### src/rtl/ana_pad_pkg.sv
// Shared types and helpers for the analog pad scan controller.
// Holds the FSM state encoding and the channel search used by the priority encoder.
package ana_pad_pkg;

  localparam int MAX_CH   = 16;
  localparam int CH_IDX_W = $clog2(MAX_CH);

  typedef enum logic [2:0] {
    S_IDLE,
    S_BBM,
    S_SETTLE,
    S_CONV,
    S_OUT
  } state_t;

  // Returns {found, index} of the lowest set bit strictly above cur, or from bit 0 when first=1.
  function automatic logic [CH_IDX_W:0] next_ch(input logic [MAX_CH-1:0] mask,
                                                input logic [CH_IDX_W-1:0] cur,
                                                input logic first);
    logic [CH_IDX_W:0] r;
    r = '0;
    for (int i = MAX_CH - 1; i >= 0; i--) begin
      if (mask[i] && (first || (i > int'(cur)))) r = {1'b1, CH_IDX_W'(i)};
    end
    return r;
  endfunction

  function automatic int cnt_width(input int a, input int b, input int c);
    int m;
    m = a;
    if (b > m) m = b;
    if (c > m) m = c;
    return $clog2(m + 1);
  endfunction

endpackage

### src/rtl/ana_pad_scan_ctrl_if.sv
// Bundle of the control, analog-mux, ADC and result-stream signals of the scan controller.
// Result stream: a beat transfers on a rising clk edge where res_valid & res_ready; once
// res_valid rises, res_data/res_ch/res_err hold steady and res_valid stays high until that beat.
interface ana_pad_scan_ctrl_if #(
  parameter int N_CH = 8,
  parameter int DW   = 10
);
  localparam int CHW = $clog2(N_CH);

  logic            start;
  logic            cont;
  logic [N_CH-1:0] ch_en;
  logic [N_CH-1:0] sel;
  logic            adc_start;
  logic            adc_done;
  logic [DW-1:0]   adc_data;
  logic            res_valid;
  logic            res_ready;
  logic [DW-1:0]   res_data;
  logic [CHW-1:0]  res_ch;
  logic            res_err;
  logic            busy;

  modport master (
    input  start, cont, ch_en, adc_done, adc_data, res_ready,
    output sel, adc_start, res_valid, res_data, res_ch, res_err, busy
  );

  modport slave (
    output start, cont, ch_en, adc_done, adc_data, res_ready,
    input  sel, adc_start, res_valid, res_data, res_ch, res_err, busy
  );
endinterface

### src/rtl/ana_pad_prio_enc.sv
// Priority encoder: lowest set mask bit above cur (or from bit 0 when first=1), with a found flag.
module ana_pad_prio_enc
  import ana_pad_pkg::*;
#(
  parameter int N = 8,
  localparam int CW = $clog2(N)
) (
  input  logic [N-1:0]  mask,
  input  logic [CW-1:0] cur,
  input  logic          first,
  output logic [CW-1:0] idx,
  output logic          found
);
  logic [MAX_CH-1:0]   m;
  logic [CH_IDX_W:0]   r;

  always_comb begin
    m          = '0;
    m[N-1:0]   = mask;
    r          = next_ch(m, CH_IDX_W'(cur), first);
    found      = r[CH_IDX_W];
    idx        = r[CW-1:0];
  end
endmodule

### src/rtl/ana_pad_scan_ctrl.sv
// Scan sequencer for the analog pad mux: break-before-make, settle, one ADC conversion per
// enabled channel, and a tagged result stream. All outputs are registered.
module ana_pad_scan_ctrl
  import ana_pad_pkg::*;
#(
  parameter int N_CH    = 8,
  parameter int DW      = 10,
  parameter int BBM     = 2,
  parameter int SETTLE  = 16,
  parameter int TIMEOUT = 255
) (
  input  logic                 clk,
  input  logic                 rst,
  ana_pad_scan_ctrl_if.master  bus,
  output state_t               dbg_state
);
  localparam int CHW   = $clog2(N_CH);
  localparam int CNT_W = cnt_width(BBM, SETTLE, TIMEOUT);

  state_t          state;
  logic [N_CH-1:0] mask;
  logic [CHW-1:0]  ch;
  logic [CNT_W-1:0] cnt;

  logic [CHW-1:0]  nxt_idx, fst_idx;
  logic            nxt_found, fst_found;

  // Next channel within the latched mask, and lowest channel of the live enable mask.
  ana_pad_prio_enc #(.N(N_CH)) u_nxt (
    .mask(mask), .cur(ch), .first(1'b0), .idx(nxt_idx), .found(nxt_found)
  );
  ana_pad_prio_enc #(.N(N_CH)) u_fst (
    .mask(bus.ch_en), .cur(ch), .first(1'b1), .idx(fst_idx), .found(fst_found)
  );

  assign dbg_state = state;

  always_ff @(posedge clk) begin
    if (rst) begin
      state         <= S_IDLE;
      mask          <= '0;
      ch            <= '0;
      cnt           <= '0;
      bus.sel       <= '0;
      bus.adc_start <= 1'b0;
      bus.res_valid <= 1'b0;
      bus.res_data  <= '0;
      bus.res_ch    <= '0;
      bus.res_err   <= 1'b0;
      bus.busy      <= 1'b0;
    end else begin
      bus.adc_start <= 1'b0;
      case (state)
        S_IDLE: begin
          if (bus.start && fst_found) begin
            mask     <= bus.ch_en;
            ch       <= fst_idx;
            cnt      <= CNT_W'(BBM - 1);
            bus.busy <= 1'b1;
            state    <= S_BBM;
          end
        end
        S_BBM: begin
          if (cnt == '0) begin
            bus.sel <= {{(N_CH-1){1'b0}}, 1'b1} << ch;
            cnt     <= CNT_W'(SETTLE - 1);
            state   <= S_SETTLE;
          end else begin
            cnt <= cnt - 1'b1;
          end
        end
        S_SETTLE: begin
          if (cnt == '0) begin
            bus.adc_start <= 1'b1;
            cnt           <= CNT_W'(TIMEOUT - 1);
            state         <= S_CONV;
          end else begin
            cnt <= cnt - 1'b1;
          end
        end
        S_CONV: begin
          // adc_done is checked first so it wins over a coincident timeout.
          if (bus.adc_done) begin
            bus.res_data  <= bus.adc_data;
            bus.res_err   <= 1'b0;
            bus.res_ch    <= ch;
            bus.res_valid <= 1'b1;
            state         <= S_OUT;
          end else if (cnt == '0) begin
            bus.res_data  <= '0;
            bus.res_err   <= 1'b1;
            bus.res_ch    <= ch;
            bus.res_valid <= 1'b1;
            state         <= S_OUT;
          end else begin
            cnt <= cnt - 1'b1;
          end
        end
        S_OUT: begin
          if (bus.res_ready) begin
            bus.res_valid <= 1'b0;
            bus.sel       <= '0;
            if (nxt_found) begin
              ch    <= nxt_idx;
              cnt   <= CNT_W'(BBM - 1);
              state <= S_BBM;
            end else if (bus.cont && fst_found) begin
              mask  <= bus.ch_en;
              ch    <= fst_idx;
              cnt   <= CNT_W'(BBM - 1);
              state <= S_BBM;
            end else begin
              bus.busy <= 1'b0;
              state    <= S_IDLE;
            end
          end
        end
        default: state <= S_IDLE;
      endcase
    end
  end
endmodule

### src/flat_wrapper.sv
// flat-port wrapper written by rule: the top's interface ports become plain ports
module ana_pad_scan_ctrl_flat import ana_pad_pkg::*;
#(
  parameter int N_CH    = 8,
  parameter int DW      = 10,
  parameter int BBM     = 2,
  parameter int SETTLE  = 16,
  parameter int TIMEOUT = 255
)
  (clk, rst, dbg_state, bus_start, bus_cont, bus_ch_en, bus_adc_done, bus_adc_data, bus_res_ready, bus_sel, bus_adc_start, bus_res_valid, bus_res_data, bus_res_ch, bus_res_err, bus_busy);
  ana_pad_scan_ctrl_if #(.N_CH(N_CH), .DW(DW)) bus_i ();
  input  logic clk;
  input  logic rst;
  output state_t dbg_state;
  input wire logic [$bits(bus_i.start)-1:0] bus_start;
  input wire logic [$bits(bus_i.cont)-1:0] bus_cont;
  input wire logic [$bits(bus_i.ch_en)-1:0] bus_ch_en;
  input wire logic [$bits(bus_i.adc_done)-1:0] bus_adc_done;
  input wire logic [$bits(bus_i.adc_data)-1:0] bus_adc_data;
  input wire logic [$bits(bus_i.res_ready)-1:0] bus_res_ready;
  output wire logic [$bits(bus_i.sel)-1:0] bus_sel;
  output wire logic [$bits(bus_i.adc_start)-1:0] bus_adc_start;
  output wire logic [$bits(bus_i.res_valid)-1:0] bus_res_valid;
  output wire logic [$bits(bus_i.res_data)-1:0] bus_res_data;
  output wire logic [$bits(bus_i.res_ch)-1:0] bus_res_ch;
  output wire logic [$bits(bus_i.res_err)-1:0] bus_res_err;
  output wire logic [$bits(bus_i.busy)-1:0] bus_busy;
  assign bus_i.start = bus_start;
  assign bus_i.cont = bus_cont;
  assign bus_i.ch_en = bus_ch_en;
  assign bus_i.adc_done = bus_adc_done;
  assign bus_i.adc_data = bus_adc_data;
  assign bus_i.res_ready = bus_res_ready;
  assign bus_sel = bus_i.sel;
  assign bus_adc_start = bus_i.adc_start;
  assign bus_res_valid = bus_i.res_valid;
  assign bus_res_data = bus_i.res_data;
  assign bus_res_ch = bus_i.res_ch;
  assign bus_res_err = bus_i.res_err;
  assign bus_busy = bus_i.busy;
  ana_pad_scan_ctrl #(.N_CH(N_CH), .DW(DW), .BBM(BBM), .SETTLE(SETTLE), .TIMEOUT(TIMEOUT)) u_core (.clk(clk), .rst(rst), .bus(bus_i), .dbg_state(dbg_state));
endmodule
### config.mk
export PLATFORM = sky130hd
export DESIGN_NAME = ana_pad_scan_ctrl_flat
export DESIGN_NICKNAME = d
export VERILOG_FILES = /design/src/rtl/ana_pad_pkg.sv /design/src/rtl/ana_pad_scan_ctrl_if.sv /design/src/rtl/ana_pad_prio_enc.sv /design/src/rtl/ana_pad_scan_ctrl.sv /design/src/flat_wrapper.sv
export SDC_FILE = /design/constraint.sdc
export NUM_CORES = 1
export LEC_CHECK = 0
export CAP_MARGIN = 10
export CORE_ASPECT_RATIO = 1.5
export CORE_MARGIN = 2
export CORE_UTILIZATION = 54
export CTS_CLUSTER_DIAMETER = 60
export DETAILED_ROUTE_END_ITERATION = 7
export GPL_TIMING_DRIVEN = 0
export PLACE_DENSITY = 0.89
export SLEW_MARGIN = 0
export SYNTH_ARGS = -nofsm -noshare
export SYNTH_HDL_FRONTEND = slang
export SYNTH_SLANG_ARGS = --single-unit
### constraint.sdc
create_clock -name clk -period 5.9 [get_ports clk]
set_clock_uncertainty 0.15 [all_clocks]
set_input_delay 0.59 -clock clk [delete_from_list [all_inputs] [get_ports clk]]
set_output_delay 0.59 -clock clk [all_outputs]
set_load 0.005 [all_outputs]
==> impl_metrics.ini, run 1 <==
[status]
outcome = finished, violations left
violations = DRC

[logic_synthesis]
yosys_warnings = 0
synth_top_cells_by_area = dfxtp_1, nor2_1, mux2i_1, a22oi_1, a21oi_1
avgSynthCellArea_um2 = 8.30
ys.flop_type = dfxtp_1
synth_area_um2 = 2330
synth_top_area_share = 0.395
seq_area_frac_synth = 0.395
ys_ff_latch = 46
synth.net_count = 306
async_reset_ff_frac = 0
yosysTopAreaCell = dfxtp_1
synth-edff-count = 0
synth.distinct_cells = 54
syn_inst = 281

[pwr]
internal_power_uw = 747
power_leakage_nw = 1.09
ir_worst_vdd_mv = 0.499
p_switching_uw = 526
clkPwrFrac = 0.187
switching_share = 0.413
combPwrFrac = 0.486
seqPwrFrac = 0.327
power-per-cell-area_nw_per_um2 = 424

[worst_setup_path]
r2r-end = u_core.bus.sel[0]$_SDFFE_PP0P_
cp-start-kind = flip-flop
arrival_ns = 2.83
crit_fanout = 6
r2r_start = u_core.cnt[0]$_SDFFE_PP0P_
cp_cell_sequence = inv_1, ha_1, nor3b_1, and2_0, clkbuf_1, a31oi_1, nor2_2, mux2i_1, nor2_1
crit_path_end_kind = flip-flop
critical-path-max-stage-delay_ns = 0.59
slowest_stage = nor3b_1
criticalPathCategory = flip-flop to flip-flop
reg2reg_depth = 9
r2r_slack_ns = 3.10
crit_required_ns = 5.93
cp.buffers_inverters = 2
cp_top_family = simple AND/OR/NAND/NOR gates

[grt]
met1_usage = 0.286
track_usage = 0.267
grt_pass1_wl_mm = 10.3
grt_max_degree = 15
grt_pass1_vias = 2284
grtUsageMet2 = 0.479
grt.overflow.total = 0
busiest_layer = met2
use_met3 = 0.0493
antenna_found_initial = 0

[clock_network]
cts_tree = built
root_buffer = clkbuf_8
clockBufferDepth = 2
htree_levels = 2
clk_pin_slew_ns = 0.10
cts_buffers = 5
post_cts_buffers = 0
clkLatencyLatePin_ns = 0.31
cts_sinks = 46
cts.repair.resized = 0
cts_hold_buf = 0

[detailed_routing]
ant_nets = 0
drc_errors = 1
vias = 2393
viasPerCell = 6.22
firstDrtPassIters = 6
drt_first_iter_violations = 117
wl_mm = 6.26
avgRoutedWirePerCell_um = 16.3

[min_path]
min_path_cells = 2
min_delay_worst_endpoint = u_core.bus.sel[7]$_SDFFE_PP0P_
hp-start = u_core.bus.sel[7]$_SDFFE_PP0P_
min_path_type = flip-flop to flip-flop

[cells_and_area]
multi_input_area_um2 = 1310
nNetsFinal = 363
fillers = 346
insertedDiodeCount = 0
drive_above_1_share = 0.0619
regArea_um2 = 921
area_growth_pct = 28.6

[sta]
post-route-period-util = 0.475
max_freq_ghz = 0.357
maxSlewHeadroom = 0.537
hold_slack_ns = 0.329
setup_slack_ns = 3.10
slew_violations = 0
worstMarginPinSlew_ns = 0.693
tns_ns = 0
post-route-min-period_ns = 2.80
setup_viol = 0
rsz0062_at_grt = no
hold_viol = 0

[floorplanning]
core.rowCount = 29
die_w_um = 57.7
die_h_um = 84.5
io_pins = 52
start_util = 0.554
core_um2 = 4210
die-area_um2 = 4870

[place]
dp_hpwl_mm = 4.59
pre_cts_ws_ns = 2.80
place_congestion = 0.892
port_buffers = 50

[run]
maxCapViolCount = 0
-- placed cells by master (no fill, tap or decap), types with 2 or more instances in the layout --
cell type / n
nor4b_1: 2
o21ai_0: 14
nor2b_1: 4
nor3b_1: 2
a22oi_1: 12
o31ai_1: 3
nand3_1: 2
dfxtp_1: 46
nor3_1: 7
a31oi_1: 4
nand3b_1: 2
o211ai_1: 2
inv_1: 8
o21a_1: 5
or4_4: 2
a211oi_2: 2
nand2b_1: 5
nand4_1: 2
or3_1: 4
nor2_1: 50
and2_1: 3
nand2_1: 15
nor4_1: 4
clkdlybuf4s50_1: 50
o21bai_1: 2
a21bo_2: 2
or4_1: 2
a21oi_1: 16
mux2i_1: 15
clkbuf_1: 16
clkbuf_8: 5
a211oi_1: 2
a311oi_1: 3
o22ai_1: 2
-- metrics by stage --
stage | std cells | instance area, um^2 | power (mW) | util
final | 385 | 3000 | 1.27 | 0.713
after global routing | 385 | 3000 | 1.35 | 0.713
after CTS | 385 | 3000 | 1.26 | 0.713
after detailed placement | 377 | 2890 | 1.02 | 0.687
after global placement | 377 | 2890 | 0.999 | 0.687
after floorplan | 281 | 2330 | 0.853 | -
-- registers in the layout (all words and copies together) (netlist names) --
signal and flops:
u_core.bus.res_err 1, u_core.bus.res_valid 1, u_core.bus.res_ch 3, u_core.cnt 8
u_core.bus.sel 8, u_core.ch 3, u_core.bus.res_data 10, u_core.bus.busy 1
u_core.dbg_state 3, u_core.mask 7, u_core.bus.adc_start 1
-- cells by family (layout without fill, tap and decap cells) --
| family | Yosys count | in the layout | synth area share |
|---|---|---|---|
| adder cells (fa/ha/maj) | 1 | 1 | 0.00536 |
| AO/OA/AOI/OAI | 83 | 83 | 0.254 |
| multiplexers | 15 | 15 | 0.0644 |
| flip-flops | 46 | 46 | 0.395 |
| AND/OR/NAND/NOR | 111 | 111 | 0.237 |
| buffers and inverters | 25 | 83 | 0.0440 |
-- worst register-to-register path, stage by stage, from the launching register on --
cell and delay (ns):
dfxtp_1 0.33, inv_1 0.08, ha_1 0.18, nor3b_1 0.59, and2_0 0.21, clkbuf_1 0.24, a31oi_1 0.24, nor2_2 0.33
mux2i_1 0.25, nor2_1 0.06
-- worst max-delay path by stage --
| stage | from | end | slack (ns) | depth (start not counted) |
|---|---|---|---|---|
| 4_1_cts | bus_ch_en[2] | u_core.cnt[5]$_SDFFE_PP0P_ | 3.12 | 8 |
| 3_3_place_gp | bus_ch_en[2] | u_core.cnt[5]$_SDFFE_PP0P_ | 2.85 | 8 |
| 5_1_grt | u_core.cnt[0]$_SDFFE_PP0P_ | u_core.bus.res_data[4]$_SDFFE_PP0P_ | 2.91 | 9 |
| 2_1_floorplan | bus_ch_en[1] | u_core.cnt[5]$_SDFFE_PP0P_ | 3.44 | 7 |
| 3_5_place_dp | bus_ch_en[2] | u_core.cnt[5]$_SDFFE_PP0P_ | 2.80 | 8 |
| 6_report | u_core.cnt[0]$_SDFFE_PP0P_ | u_core.bus.sel[0]$_SDFFE_PP0P_ | 3.10 | 9 |
-- power by group through the flow --
stage               Clock (mW)  Combinational (mW)  Sequential, mW
global placement             0               0.580           0.418
CTS                      0.238               0.609           0.414
floorplan                    0               0.444           0.409
global route             0.250               0.672           0.423
detailed placement           0               0.599           0.420
finish                   0.238               0.618           0.416
-- routing by layer --
metal	vias to the layer above	part of all wire
met3	20	0.048
met2	93	0.54
met4	0	0.035
li1	1139	-
met5	-	0
met1	1141	0.38
-- area by class of cell --
| class | instances | area share |
|---|---|---|
| multi-input cells | 210 | 0.436 |
| flip-flops and latches | 46 | 0.307 |
| repair buffers | 50 | 0.167 |
| clock buffers | 6 | 0.0242 |
| plain buffers | 17 | 0.0242 |
| well taps | 46 | 0.0192 |
| clock inverters | 2 | 0.0125 |
| inverters | 8 | 0.0100 |
-- synth_stat cells, drive strengths merged, types with 5 or more instances --
cell type  number
a22oi          12
dfxtp          46
o21ai          15
clkbuf         15
nor2           51
nor3            7
nand2          15
inv             8
nand2b          5
a21oi          16
o21a            6
mux2i          15
Note: power is estimated with default switching activity, not from simulation.
==> run 2: changes to the inputs <==
Settings changed: CORE_UTILIZATION 54 to 45, PLACE_DENSITY 0.89 to 0.79.
Clock period 5.9 ns to 2.5 ns, I/O delays scaled along.
==> impl_metrics.ini, run 2 (same netlist as run 1, synthesis figures left out) <==
[grt]
antenna_found_initial = 0
grt_pass1_wl_mm = 10.2
track_usage = 0.220
grt.overflow.total = 0
grt_max_degree = 16
grt_pass1_vias = 2257

[detailed_routing]
wl_mm = 6.14
vias = 2313
drc_errors = 0
drt_first_iter_violations = 147
ant_nets = 0
avgRoutedWirePerCell_um = 15.1
viasPerCell = 5.67
firstDrtPassIters = 4

[place]
port_buffers = 50
place_congestion = 0.913
dpl.cell_count = 399
pre_cts_ws_ns = -0.261
dp_hpwl_mm = 4.63

[clock_network]
htree_levels = 2
clkLatencyLatePin_ns = 0.31
clockBufferDepth = 2
cts_tree = built
cts_hold_buf = 0
clk_pin_slew_ns = 0.09
cts_buffers = 5
root_buffer = clkbuf_8
cts_sinks = 46

[worst_setup_path]
arrival_ns = 2.46
crit_required_ns = 2.53
slowest_stage = or4_4
crit_fanout = 10
cp_cell_sequence = clkdlybuf4s50_1, or4_4, o211a_1, o32a_1, o21a_4, buf_6, a21oi_1, a211oi_2
crit_path_end_kind = flip-flop
cp_top_family = compound AO/OA/AOI/OAI gates
criticalPathCategory = input pin to flip-flop
cp.buffers_inverters = 2
cp-start-kind = input pin
critical-path-max-stage-delay_ns = 0.58

[cells_and_area]
largestRegisters = u_core.bus.res_data: 10 flops, u_core.bus.sel: 8 flops, u_core.cnt: 8 flops
nNetsFinal = 364
multi_input_area_um2 = 1330
layout_common_cells = nor2_1, clkdlybuf4s50_1, dfxtp_1
area_growth_pct = 30.4
largest_reg_flops = 10
utilization = 0.598
final_cells = 408
insertedDiodeCount = 0
drive_above_1_share = 0.0853
top_register = u_core.bus.res_data
fillers = 496
regArea_um2 = 921

[sta]
post-route-min-period_ns = 2.43
post-route-period-util = 0.971
hold_slack_ns = 0.252
maxSlewHeadroom = 0.606
setup_slack_ns = 0.0713
max_freq_ghz = 0.412
hold_viol = 0
slew_violations = 0
worstMarginPinSlew_ns = 0.591
setup_viol = 0

[floorplanning]
io_pins = 52
core_um2 = 5080
die_w_um = 62.8
start_util = 0.459
die-area_um2 = 5790
die_h_um = 92.2
core.rowCount = 32

[pwr]
combPwrFrac = 0.505
switching_share = 0.420
seqPwrFrac = 0.335
clkPwrFrac = 0.160
p_switching_mw = 1.23
ir_worst_vdd_mv = 0.416
power_leakage_nw = 1.10
power-per-cell-area_nw_per_um2 = 964
internal_power_mw = 1.70

[run]
maxCapViolCount = 0

[min_path]
min_path_type = input pin to flip-flop

[status]
outcome = completed
==> run 2: routing by layer <==
metal  global-route usage  vias up  wire, um
met5                    0        -         0
met4                0.124        0       227
met3               0.0368       27       203
met2                0.399       53      3270
met1                0.238     1091      2440
li1                     -     1142         -
==> run 2: layout make-up <==
class                   count  share of cell area
plain buffers              17              0.0251
clock buffers               5              0.0226
repair buffers             51               0.167
flip-flops and latches     46               0.303
inverters                   8             0.00987
well taps                  68              0.0280
multi-input cells         210               0.438
clock inverters             3             0.00699
==> run 2: repair_timing <==
item / in CTS / in global routing
setup endpoints to repair: 19 / 19
pin swaps: 1 / 0
cloned: 0 / 0
resized for setup: 2 / 10
setup buffers: 1 / 0
==> run 2: path summary, 6_finish.rpt <==
check,start,to,slack (ns),depth (start not counted)
setup / recovery,bus_ch_en[7],u_core.cnt[5]$_SDFFE_PP0P_,0.07,8
hold / removal,rst,u_core.cnt[4]$_SDFFE_PP0P_,0.25,2
setup reg to reg,u_core.cnt[0]$_SDFFE_PP0P_,u_core.bus.sel[4]$_SDFFE_PP0P_,0.18,10
hold reg to reg,u_core.bus.res_valid$_SDFFE_PP0P_,u_core.bus.res_valid$_SDFFE_PP0P_,0.33,2
==> run 2: stage by stage <==
step | setup TNS (ns) | power (mW) | instance area (um^2)
2_1_floorplan | 0 | 2.01 | 2330
3_3_place_gp | -5.50 | 2.36 | 2920
3_5_place_dp | -5.63 | 2.40 | 2920
4_1_cts | 0 | 2.89 | 3020
5_1_grt | -0.0364 | 3.15 | 3040
6_report | 0 | 2.93 | 3040
==> run 2: power groups by stage <==
stage	logic, mW	registers (mW)	clock network [mW]
3_5_place_dp	1.40	0.993	0
2_1_floorplan	1.05	0.965	0
5_1_grt	1.64	1.00	0.509
4_1_cts	1.43	0.977	0.478
3_3_place_gp	1.37	0.986	0
6_report	1.48	0.982	0.469
